### config.mk
export PLATFORM = sky130hd
export DESIGN_NAME = fixed_point_sum_pipe
export DESIGN_NICKNAME = d
export VERILOG_FILES = /design/src/rtl/fixed_point_sum_pipe.sv
export SDC_FILE = /design/constraint.sdc
export NUM_CORES = 1
export LEC_CHECK = 0
export BUFFER_PORTS_ARGS = -buffer_cell sky130_fd_sc_hd__clkbuf_2
export CAP_MARGIN = 20
export CORE_MARGIN = 1.5
export CORE_UTILIZATION = 55
export DETAILED_ROUTE_END_ITERATION = 8
export PLACE_DENSITY = 0.88
export SETUP_SLACK_MARGIN = 0.15
export SYNTH_ARGS = -nofsm -noshare
export SYNTH_HDL_FRONTEND = slang
export SYNTH_SLANG_ARGS = --single-unit
### constraint.sdc
create_clock -name clk -period 15.1 [get_ports clk]
set_clock_uncertainty 0.1 [all_clocks]
set_input_delay 1.51 -clock clk [delete_from_list [all_inputs] [get_ports clk]]
set_output_delay 1.51 -clock clk [all_outputs]
set_load 0.01 [all_outputs]
### src/rtl/fixed_point_sum_pipe.sv
// Two-stage pipelined signed fixed-point add/subtract/accumulate with optional
// saturation, overflow flag and valid/ready handshaking on both sides.
module fixed_point_sum_pipe #(
   parameter  int INT_BITS  = 22,
   parameter  int FRAC_BITS = 16,
   parameter  int SAT       = 1,
   localparam int W         = 2*(INT_BITS+FRAC_BITS)+1
) (
   input  logic                clk,
   input  logic                rst,
   input  logic                in_valid,
   output logic                in_ready,
   input  logic signed [W-1:0] in_a,
   input  logic signed [W-1:0] in_b,
   input  logic        [1:0]   op,
   output logic                out_valid,
   input  logic                out_ready,
   output logic signed [W-1:0] out,
   output logic                ovf
);

   // Returns {overflow, result}; overflow is a disagreement of the two top bits.
   function automatic logic [W:0] sat_fn(input logic signed [W:0] s);
      logic         v;
      logic [W-1:0] r;
      v = s[W] ^ s[W-1];
      r = s[W-1:0];
      if ((SAT != 0) && v)
         r = s[W] ? {1'b1, {(W-1){1'b0}}} : {1'b0, {(W-1){1'b1}}};
      return {v, r};
   endfunction

   logic signed [W:0]   lhs_p0, rhs_p0, sum_p0;
   logic signed [W-1:0] res_p0;
   logic                ovf_p0;
   logic signed [W-1:0] acc;

   logic                vld_p1;
   logic signed [W-1:0] res_p1;
   logic                ovf_p1;

   logic                ld_p1, ld_p2, accept;

   assign ld_p2    = !out_valid || out_ready;
   assign ld_p1    = !vld_p1 || ld_p2;
   assign in_ready = !rst && ld_p1;
   assign accept   = in_valid && in_ready;

   // Stage 0: exact W+1-bit sum, then saturate or wrap
   always_comb begin
      lhs_p0 = '0;
      rhs_p0 = '0;
      case (op)
         2'b00: begin
            lhs_p0 = {in_a[W-1], in_a};
            rhs_p0 = {in_b[W-1], in_b};
         end
         2'b01: begin
            lhs_p0 = {in_a[W-1], in_a};
            rhs_p0 = -{in_b[W-1], in_b};
         end
         2'b10: begin
            lhs_p0 = {acc[W-1], acc};
            rhs_p0 = {in_a[W-1], in_a};
         end
         default: begin
            lhs_p0 = {in_a[W-1], in_a};
            rhs_p0 = '0;
         end
      endcase
      sum_p0           = lhs_p0 + rhs_p0;
      {ovf_p0, res_p0} = sat_fn(sum_p0);
   end

   // Stage 1 / stage 2 control, output register and accumulator
   always_ff @(posedge clk or posedge rst) begin
      if (rst) begin
         vld_p1    <= 1'b0;
         out_valid <= 1'b0;
         out       <= '0;
         ovf       <= 1'b0;
         acc       <= '0;
      end else begin
         if (ld_p1)
            vld_p1 <= accept;
         if (ld_p2)
            out_valid <= vld_p1;
         if (ld_p2 && vld_p1) begin
            out <= res_p1;
            ovf <= ovf_p1;
         end
         if (accept && op[1])
            acc <= res_p0;
      end
   end

   // Stage 1 data: qualified by vld_p1, so it needs no reset
   always_ff @(posedge clk) begin
      if (accept) begin
         res_p1 <= res_p0;
         ovf_p1 <= ovf_p0;
      end
   end

endmodule
==> flow_summary.ini <==
[logic_synthesis]
synth_top_family_by_area = compound AO/OA/AOI/OAI gates
synthMuxAreaShare_pct = 12.4
synthesis.nets = 2027
synth_ff_type = dfrtp_1
yosysWarnings = 0
async_flop_share_pct = 66.8
synth_xor_area_share_pct = 8.01
synthTopCellsByArea = dfrtp_1 (24%), edfxtp_1 (14%), mux2_2 (12%)
synth_fa_ha_area_share_pct = 6.07
yosys.area_share.simple_pct = 15.0
synth_compound_area_share_pct = 17.1
synth_top_area_cell = dfrtp_1
yosys.area.top_type_share_pct = 24.0
synthCells = 1788
synth_area_mm2 = 0.0164
ys_types = 65
synth_edf_count = 78
synth-seq-cells = 235
yosysSeqAreaShare_pct = 38.3
syn_area_per_cell_um2 = 9.17

[floorplanning]
die_area_mm2 = 0.0309
ios = 240
start_util_pct = 55.6
rows = 63
core-area_mm2 = 0.0295
die_y_um = 176
dieWidth_um = 176

[clock_tree]
ctsHtreeMaxLevel = 1
cts-hold-fix-buffers = 0
cts_tree = yes
clockBufferDepth = 3
postCtsSetupBuffers = 0
cts_resized = 0
cts_buffers = 25
clk_latency_ps = 530
clk_pin_slew_ps = 60
clock-sinks = 235
cts-root-buf = clkbuf_16

[finish]
multi_input_area_mm2 = 0.00962
fillCellCount = 2408
drive_above_1_share_pct = 24.6
regArea_mm2 = 0.00627
stdcell_area_mm2 = 0.0186
area_delta_synth_final_pct = 13.6
final_common_cell = clkbuf_2
stdcell_count = 2377
diodes = 0
nets = 2207
final_cell_mix = clkbuf_2 (239), nand2_1 (230), mux2_2 (178)

[critical_path]
arrival_ps = 8870
critPathLaunch = in_b[3]
startpoint_type = input port
r2r_end = acc[21]
cp_slowest_cell = or2_1
rr_startpoint = acc[15]
crit_path_end = acc[21]
r2r_slack_ps = 9880
critical_path.endpoint_type = flip-flop
cp_max_fo = 34
reg2regPathDepth = 15
critical_path_class = in2reg
cp.required_ps = 15380
cp_cell_sequence = clkbuf_2 > nor3_1 > nand3b_1 > or4_1 > nor4_1 > nand2_1 > or3_1 > nor2_1 > nand2_1 > o31ai_1 > xor2_1 > o21ai_0 > ha_1 > and2_1 > a221o_1 > a31o_2 > nand2b_1 > o21ai_0 > xnor2_1 > nor3_4 > or2_1 > buf_4 > o21ai_1
critPathMaxStageDelay_ps = 660

[status]
outcome = complete, no violations

[power_and_ir_drop]
p_comb_share_pct = 43.3
internal_power_w = 0.00181
power_switching_w = 0.00115
p_clk_share_pct = 20.5
p_leak_nw = 8.09
swShare_pct = 38.9
seqPwrFrac_pct = 36.2
powerDensity_mw_per_mm2 = 159
ir_worst_vdd_v = 0.0000912

[global_route]
grt_max_degree = 90
grt_pass1_vias = 14393
grt_first_pass_wirelength_um = 76400
grt-ovfl-total = 0
grt_use_total_pct = 30.8
antenna_found_initial = 0

[timing]
finalSetupViolations = 0
rsz0062_at_grt = false
relSlewSlack_pct = 26.3
worst_pin_slew_ps = 1110
tns_ps = 0
period_share_pct = 56.9
period_needed_ps = 8590
fmax_ghz = 0.116
layout_setup_ws_ps = 6510
hold_viol = 0
slew_viol_final = 0

[routing]
drt_iter0_markers = 1482
drc_errors = 0
dr.pass1.iters = 6
postRouteAntennaNets = 0
via_per_inst = 6.24
wl_per_cell_um = 20.3
vias = 14839
wirelength_um = 48300

[flow_run]
maxCapViolCount = 0

[place]
placed_cells = 2329
post_dp_cell_area_mm2 = 0.0178
pre_cts_slack_ps = 6350
gp_congestion = 0.981
hpwlAfterDp_um = 34500
port_buffers = 239

[hold_path]
holdPathStages = 1
hp-class = reg2reg
-- per-layer routing --
layer	track usage (%)	part of all wire, %
met3	4.22	8.1
met1	42.4	42
met2	49.1	45
met5	0	0
met4	12.3	4.3
-- stage by stage --
stage	power, W	util (%)	hold slack (ps)
3_3_place_gp	0.00228	60.3	357
6_report	0.00297	63.2	374
2_1_floorplan	0.00194	-	343
5_1_grt	0.00314	63.2	386
3_5_place_dp	0.00233	60.3	367
4_1_cts	0.00295	63.0	380
-- synthesized netlist by cell type (11+ instances only) --
| library cell | count |
|---|---|
| nand4_1 | 29 |
| o21ai_0 | 154 |
| ha_1 | 78 |
| buf_2 | 20 |
| clkbuf_1 | 66 |
| nand3_1 | 21 |
| dfrtp_1 | 157 |
| o21ai_1 | 52 |
| nand2_1 | 232 |
| mux2_2 | 178 |
| o31ai_1 | 29 |
| or3_1 | 12 |
| nor3_1 | 16 |
| o41ai_1 | 12 |
| a21o_1 | 28 |
| o21bai_1 | 11 |
| a21oi_1 | 126 |
| nand2b_1 | 13 |
| nor2_1 | 154 |
| xnor2_1 | 56 |
| xor2_1 | 94 |
| edfxtp_1 | 78 |
| o211ai_1 | 13 |
| inv_1 | 27 |
-- state kept, by name, summed over array words and instances (netlist names) --
name       count
ovf_p1         1
res_p1        77
acc           77
ovf            1
out_valid      1
out           77
vld_p1         1
-- critical path, delay by kind of cell --
family,cells,cell delay (ps)
compound gates,6,1550
xor+xnor,2,390
fa+ha+maj,1,400
buf+inv,2,680
simple gates,12,4290
-- logic make-up after synthesis --
logic type               count (synthesis)
AND/OR/NAND/NOR                        541
multiplexers                           181
flip-flops                             235
XOR/XNOR                               150
adder cells (fa/ha/maj)                 79
buffers and inverters                  127
AO/OA/AOI/OAI                          475
-- power by group through the flow --
stage | Sequential, W | Combinational (W) | Clock (W)
after global routing | 0.00110 | 0.00140 | 0.000639
after floorplan | 0.00108 | 0.000855 | 0
after global placement | 0.00107 | 0.00121 | 0
after CTS | 0.00107 | 0.00126 | 0.000614
after detailed placement | 0.00108 | 0.00125 | 0
final | 0.00107 | 0.00128 | 0.000607
-- worst min-delay path by stage --
stage	slack, ps	end	start
3_3_place_gp	360	acc[0]	acc[0]
6_report	370	out[9]	res_p1[9]
3_5_place_dp	370	out[65]	res_p1[65]
2_1_floorplan	340	acc[0]	acc[0]
4_1_cts	380	out[9]	res_p1[9]
5_1_grt	390	out[1]	res_p1[1]
-- final cells by class --
| cell class | instances | area share (%) |
|---|---|---|
| clock buffer | 38 | 3.84 |
| clock inverter | 8 | 0.443 |
| inverter | 27 | 0.571 |
| multi-input combinational | 1426 | 51.6 |
| sequential | 235 | 33.7 |
| tap | 390 | 2.62 |
| timing repair buffer | 253 | 7.23 |
Note: power is estimated with default switching activity, not from simulation.
